$ cat src/rtl/sync_fifo_rd_stream_if.sv
// Bundles the FIFO read port and the outgoing valid/ready stream of the FIFO drain stage.
interface sync_fifo_rd_stream_if #(
  parameter int unsigned FIFO_WIDTH = 8,
  parameter int unsigned CNT_WIDTH  = 16
);
  logic                  FIFO_EMPTY;
  logic                  FIFO_RD_EN;
  logic [FIFO_WIDTH-1:0] FIFO_DATA_OUT;
  logic                  M_VALID;
  logic                  M_READY;
  logic [FIFO_WIDTH-1:0] M_DATA;
  logic [1:0]            OCC;
  logic [CNT_WIDTH-1:0]  XFER_CNT;

  modport master (
    input  FIFO_EMPTY, FIFO_DATA_OUT, M_READY,
    output FIFO_RD_EN, M_VALID, M_DATA, OCC, XFER_CNT
  );

  modport slave (
    output FIFO_EMPTY, FIFO_DATA_OUT, M_READY,
    input  FIFO_RD_EN, M_VALID, M_DATA, OCC, XFER_CNT
  );
endinterface

$ cat src/rtl/sync_fifo_rd_stream.sv
// FIFO drain stage: pops a registered-read FIFO and presents words on a valid/ready
// stream through a 2-entry skid buffer, counting every accepted word.
module sync_fifo_rd_stream #(
  parameter int unsigned FIFO_WIDTH = 8,
  parameter int unsigned CNT_WIDTH  = 16
) (
  input  logic                   CLK,
  input  logic                   RST,
  sync_fifo_rd_stream_if.master  bus
);

  typedef enum logic [1:0] {
    ZERO = 2'd0,
    ONE  = 2'd1,
    TWO  = 2'd2
  } occ_e;

  occ_e                  state_q, state_d;
  logic                  infl_q, infl_d;
  logic [FIFO_WIDTH-1:0] head_q, head_d;
  logic [FIFO_WIDTH-1:0] tail_q, tail_d;
  logic [CNT_WIDTH-1:0]  xfer_q, xfer_d;

  logic       valid;
  logic       pop;
  logic       capture;
  logic       rd_en;
  logic [1:0] level;

  always_comb begin
    valid   = (state_q != ZERO);
    pop     = valid & bus.M_READY;
    capture = infl_q;
    // Occupancy once the in-flight word lands and this cycle's pop leaves; never exceeds 3.
    level   = 2'(state_q) + {1'b0, infl_q} - {1'b0, pop};
    rd_en   = RST & ~bus.FIFO_EMPTY & (level < 2'd2);
  end

  always_comb begin
    state_d = state_q;
    head_d  = head_q;
    tail_d  = tail_q;
    infl_d  = rd_en;
    xfer_d  = xfer_q;
    if (pop) begin
      xfer_d = xfer_q + 1'b1;
    end
    unique case (state_q)
      ZERO: begin
        if (capture) begin
          head_d  = bus.FIFO_DATA_OUT;
          state_d = ONE;
        end
      end
      ONE: begin
        unique case ({capture, pop})
          2'b10: begin
            tail_d  = bus.FIFO_DATA_OUT;
            state_d = TWO;
          end
          2'b01: state_d = ZERO;
          2'b11: head_d  = bus.FIFO_DATA_OUT;
          default: ;
        endcase
      end
      TWO: begin
        if (pop) begin
          head_d  = tail_q;
          state_d = ONE;
        end
      end
      default: state_d = ZERO;
    endcase
  end

  always_ff @(posedge CLK or negedge RST) begin
    if (!RST) begin
      state_q <= ZERO;
      infl_q  <= 1'b0;
      head_q  <= '0;
      tail_q  <= '0;
      xfer_q  <= '0;
    end else begin
      state_q <= state_d;
      infl_q  <= infl_d;
      head_q  <= head_d;
      tail_q  <= tail_d;
      xfer_q  <= xfer_d;
    end
  end

  assign bus.FIFO_RD_EN = rd_en;
  assign bus.M_VALID    = valid;
  assign bus.M_DATA     = head_q;
  assign bus.OCC        = state_q;
  assign bus.XFER_CNT   = xfer_q;

  // The read lookahead must keep a landing word from ever meeting a full buffer.
  assert property (@(posedge CLK) disable iff (!RST) !(infl_q && state_q == TWO));

endmodule

$ cat src/flat_wrapper.sv
// flat-port wrapper written by rule: the top's interface ports become plain ports
module sync_fifo_rd_stream_flat 
#(
  parameter int unsigned FIFO_WIDTH = 8,
  parameter int unsigned CNT_WIDTH  = 16
)
  (CLK, RST, bus_FIFO_EMPTY, bus_FIFO_DATA_OUT, bus_M_READY, bus_FIFO_RD_EN, bus_M_VALID, bus_M_DATA, bus_OCC, bus_XFER_CNT);
  sync_fifo_rd_stream_if #(.FIFO_WIDTH(FIFO_WIDTH), .CNT_WIDTH(CNT_WIDTH)) bus_i ();
  input  logic CLK;
  input  logic RST;
  input wire logic [$bits(bus_i.FIFO_EMPTY)-1:0] bus_FIFO_EMPTY;
  input wire logic [$bits(bus_i.FIFO_DATA_OUT)-1:0] bus_FIFO_DATA_OUT;
  input wire logic [$bits(bus_i.M_READY)-1:0] bus_M_READY;
  output wire logic [$bits(bus_i.FIFO_RD_EN)-1:0] bus_FIFO_RD_EN;
  output wire logic [$bits(bus_i.M_VALID)-1:0] bus_M_VALID;
  output wire logic [$bits(bus_i.M_DATA)-1:0] bus_M_DATA;
  output wire logic [$bits(bus_i.OCC)-1:0] bus_OCC;
  output wire logic [$bits(bus_i.XFER_CNT)-1:0] bus_XFER_CNT;
  assign bus_i.FIFO_EMPTY = bus_FIFO_EMPTY;
  assign bus_i.FIFO_DATA_OUT = bus_FIFO_DATA_OUT;
  assign bus_i.M_READY = bus_M_READY;
  assign bus_FIFO_RD_EN = bus_i.FIFO_RD_EN;
  assign bus_M_VALID = bus_i.M_VALID;
  assign bus_M_DATA = bus_i.M_DATA;
  assign bus_OCC = bus_i.OCC;
  assign bus_XFER_CNT = bus_i.XFER_CNT;
  sync_fifo_rd_stream #(.FIFO_WIDTH(FIFO_WIDTH), .CNT_WIDTH(CNT_WIDTH)) u_core (.CLK(CLK), .RST(RST), .bus(bus_i));
endmodule
$ cat config.mk
export PLATFORM = sky130hd
export DESIGN_NAME = sync_fifo_rd_stream_flat
export DESIGN_NICKNAME = d
export VERILOG_FILES = /design/src/rtl/sync_fifo_rd_stream_if.sv /design/src/rtl/sync_fifo_rd_stream.sv /design/src/flat_wrapper.sv
export SDC_FILE = /design/constraint.sdc
export NUM_CORES = 1
export LEC_CHECK = 0
export ABC_AREA = 1
export CORE_MARGIN = 10
export CORE_UTILIZATION = 53
export CTS_CLUSTER_DIAMETER = 200
export DETAILED_ROUTE_END_ITERATION = 10
export PLACE_DENSITY = 0.83
export SLEW_MARGIN = 40
export SYNTH_ARGS = -nofsm -noshare
export SYNTH_HDL_FRONTEND = slang
export SYNTH_SLANG_ARGS = --single-unit
export TNS_END_PERCENT = 5
$ cat constraint.sdc
create_clock -name CLK -period 2.25 [get_ports CLK]
set_input_delay 0.3375 -clock CLK [delete_from_list [all_inputs] [get_ports CLK]]
set_output_delay 0.3375 -clock CLK [all_outputs]
set_load 0.05 [all_outputs]
# --- After elaboration in Yosys (flattened, before gate mapping) ---
# Index checks and enable logic that the tools add are counted.
totals:
  ff_bits: 35
  inputBits: 12
  out_inout_bits: 28
  wordCells: 36
classes:
  addsub: 3
  n_lt_le_gt_ge: 1
  n_eq_ne: 9
  n_mux: 8
  bitwise_logic: 4
  reduce_logical: 6
op_table:
  columns: ["cell", "count"]
  rows:
  - ["$mux 8", 3]
  - ["$pmux 8 s3", 1]
  - ["$add 16x1->16 const B", 1]
  - ["$eq 2x2->1 const B", 3]
  - ["$pmux 2 s3", 1]
  - ["$eq 2x1->1 const B", 2]
  - ["$mux 2", 2]
  - ["$ne 2x1->1 const B", 2]
  - ["$pmux 2 s2", 1]
  - ["$reduce_and 4->1", 1]
  - ["$and 1x1->1", 3]
  - ["$ne 3x2->1 const B", 1]
  - ["$reduce_and 3->1", 1]
  - ["$reduce_bool 3->1", 1]
  - ["$add 2x1->2", 1]
  - ["$logic_not 2->1", 1]
  - ["$lt 2x2->1 const B", 1]
  - ["$ne 2x2->1 const B", 1]
  - ["$reduce_and 2->1", 1]
  - ["$reduce_bool 2->1", 1]
  - ["$sub 2x1->2", 1]
  - ["$not 1->1", 1]

# --- Longest topological paths before layout ---
logic_depth:
  depth_word: 5
  ltp_mapped: 8
  mapped_depth_nobuf: 8

# --- Least setup slack after synthesis ---
# Ideal clock, no wire load.
synth_path:
  path_type: "reg2out"
  startpoint: "register u_core.state_q[0], in the netlist u_core.bus.OCC[0]"
  endpoint: "output bus_FIFO_RD_EN"
  t_arrival_ns: 2.372
  t_required_ns: 1.913
  path_slack_ns: -0.459
  stages_incl_launch_ff: 7
  n_path_buf: 0
  path_cell_list: "dfrtp_1 > inv_1 > a21oi_1 > inv_1 > nand2_1 > nand2_1 > nor3_1"
synth_via:
  elab_chain_cells: 5
  elab_cells_between_ends: 6
  classes_between: "add/sub: 2; order compare: 1; bitwise: 2; reduce/logical: 1"
synth_lines:
  columns: ["element", "line", "text"]
  rows:
  - ["start, declared", "sync_fifo_rd_stream.sv:18", "occ_e state_q, state_d;"]
  - ["start signal, assigned", "sync_fifo_rd_stream.sv:84", "state_q <= state_d;"]
  - ["branches (longest 2 deep; another with $add 2x1->2)", null, null]
  - ["$sub 2x1->2 *", "sync_fifo_rd_stream.sv:35", "level = 2'(state_q) + {1'b0, infl_q} - {1'b0, pop};"]
  - ["$lt 2x2->1 *", "sync_fifo_rd_stream.sv:36", "rd_en = RST & ~bus.FIFO_EMPTY & (level < 2'd2);"]
  - ["$and 1x1->1 *", "sync_fifo_rd_stream.sv:36", null]
  - ["end, declared", "flat_wrapper.sv:14", "output wire logic [$bits(bus_i.FIFO_RD_EN)-1:0] bus_FIFO_RD_EN;"]
# Every way passes the cells marked *.

# --- Worst setup path in the final report ---
layout_path:
  startpoint: "register u_core.state_q[1], in the netlist u_core.bus.OCC[1]"
  endpoint: "output bus_FIFO_RD_EN"
# The elaborated chain is that of the path after synthesis.

==> impl_metrics.ini <==
[worst_setup_path]
cp_slowest_cell = dfrtp_1
worst-path-buf-inv = 3
worstPathArrival_ps = 1740
cp_top_family = flip-flops
critPathLaunchType = flip-flop
reg2reg_depth = 8
slowest_delay_ps = 460
worst-path-stages = 7
crit_end = bus_FIFO_RD_EN
endpoint_kind = output port
rrSetupSlack_ps = 790
r2r-start = u_core.bus.XFER_CNT[0]
crit_chain = inv_1, a21oi_1, inv_1, nand2_1, nand2_1, nor3_4, buf_12
required_ps = 1910
path_max_fanout = 7
worst_r2r_endpoint = u_core.bus.XFER_CNT[14]
startpoint = u_core.bus.OCC[1]
path_class = flip-flop to output port

[clock_tree]
cts_tree = yes
clock_latency_ps = 340
clk_pin_slew_worst_paths_ps = 100
clockBufferDepth = 2
post_cts_resized = 0
clockRootBuffer = clkbuf_4
cts_hold_buf = 0
numClockSinks = 35
htreeDepth = 2
cts_made_buffers = 5
postCtsSetupRepairBufs = 0

[synthesis]
synthesis.nets = 211
synth.avg_cell_area_um2 = 8.461
synth.mux.area_fraction_pct = 0
yosysSeqAreaShare_pct = 52.28
ys.warnings.count = 0
synth-async-reset-ratio_pct = 100.0
synth_simple_gate_area_share_pct = 26.74
synth_cell_types = 24
synth-xor-area-share_pct = 5.751
netlist_instances = 198
synth_top_area_share_pct = 52.28
synth_ff_type = dfrtp_1
synth-adder-area-share_pct = 0.7468
yosys.area.top_type = dfrtp_1
syn_area_um2 = 1675
synth_seq_cells = 35
synth_edf_count = 0
synth.area.top_cells = dfrtp_1 52%, nand2_1 13%, inv_1 5.4%
synth_top_family_by_area = simple AND/OR/NAND/NOR gates
synth_compound_area_share_pct = 7.020

[die]
start_util_pct = 55.33
fp.dieH_um = 76.23
core_um2 = 3028
ios = 40
rows = 20
die-area_um2 = 5810
die_w_um = 76.23

[drt]
drc = 0
post_drt_wl_per_cell_um = 12.09
vias_per_cell = 4.784
vias = 1373
dr.pass1.iters = 4
final_antenna_net_count = 0
routed_wl_mm = 3.471
drtIter0Drc = 96

[cells_and_area]
num_antenna_cells = 0
layout_commonest_cell = nand2_1
fin_util_pct = 72.64
area.growth.synth_to_final_pct = 31.29
drive_gt1_share_pct = 9.877
nets = 255
fillers = 225
final_cell_mix = 59 x nand2_1, 37 x clkdlybuf4s50_1, 35 x dfrtp_1

[grt]
track_usage_pct = 12.15
grt_max_degree = 36
grt_pass1_wl_mm = 5.927
grt_pass1_vias = 1318
antenna_found_initial = 0
grt_overflow = 0

[timing]
final_max_slew_viol_count = 0
rsz0062_at_grt = false
finalSetupViolations = 0
setup_slack_ps = 173.6
whs_ps = 482.6
finalClockSkew_ps = 4.470
fin_crit_ps = 2076
relSlewSlack_pct = 65.65
tightest_slew_ps = 514.4
finalHoldViolCount = 0
max_clock_freq_mhz = 481.6
finalSetupTns_ps = 0
period_share_pct = 92.29

[place]
dp_hpwl_mm = 2.641
gp_congestion = 0.8436
port_buffers = 39
pre_cts_slack_ps = 208.0

[hold_path]
worstHoldStart = u_core.bus.M_DATA[4]
min_path_type = flip-flop to flip-flop

[pwr]
power_density_nw_per_um2 = 977.9
p_leak_nw = 1.096
worst_ir_drop_vdd_v = 0.0004721

[flow_run]
max_cap_viol_count = 0

[run_status]
status = complete, no violations
[where the power goes]
part	leakage [nW]	switching [mW]	total, mW	internal [mW]
registers	0.433	0.115	0.899	0.784
clock network	0.0386	0.198	0.382	0.184
logic	0.625	0.580	0.871	0.291
[per-layer routing]
metal  part of all wire [%]  GRT usage (%)
met5                      0              0
met4                    2.0          5.576
met3                    6.4          4.599
met2                     48          19.30
met1                     44          14.18
[worst min-delay path by stage]
stage / cells after the start / endpoint
6_report: 2 / u_core.bus.M_DATA[4]
5_1_grt: 2 / u_core.bus.M_DATA[7]
4_1_cts: 2 / u_core.bus.M_DATA[7]
3_5_place_dp: 2 / u_core.bus.M_DATA[7]
3_3_place_gp: 2 / u_core.bus.M_DATA[3]
2_1_floorplan: 0 / u_core.bus.M_DATA[0]
[registers in the layout, summed over array words and instances, names as in the netlist]
signal / cells
u_core.bus.XFER_CNT: 16
u_core.bus.M_DATA: 8
u_core.tail_q: 8
u_core.bus.OCC: 2
u_core.capture: 1
[stage by stage]
step	total power, mW	cell area (um^2)	instances
after detailed placement	1.793	2128	279
after global placement	1.771	2128	279
after CTS	2.180	2197	287
final	2.151	2200	287
after floorplan	1.480	1687	198
after global routing	2.274	2200	287
[cells in the mapped netlist (3+ instances only)]
master and number:
a21oi_1 8, dfrtp_1 35, inv_1 24, nand2_1 59, nand3_1 6, nand3_2 3, nor2_1 19, o21ai_0 12
xnor2_1 4, xor2_1 7
[cell families after synthesis]
family / count (synthesis)
buf+inv: 30
compound gates: 22
xor+xnor: 11
flops: 35
fa+ha+maj: 1
simple gates: 99
[cell type report]
type                    count  area, um^2  area share (%)
repair buffers             40       410.4           18.66
flip-flops and latches     35       875.8           39.82
well taps                  44       55.05           2.503
clock buffers               8       68.82           3.129
inverters                  27       103.9           4.721
multi-input cells         133       685.7           31.17
[worst register-to-register path: stages (launching register included)]
cell and delay, ps:
dfrtp_1 420, ha_1 210, inv_1 50, nor2_1 150, nand3_2 130, nor2_2 200, nand3_1 100, nand2_1 80
inv_1 40
No activity file was read; power rests on OpenSTA's default activity.
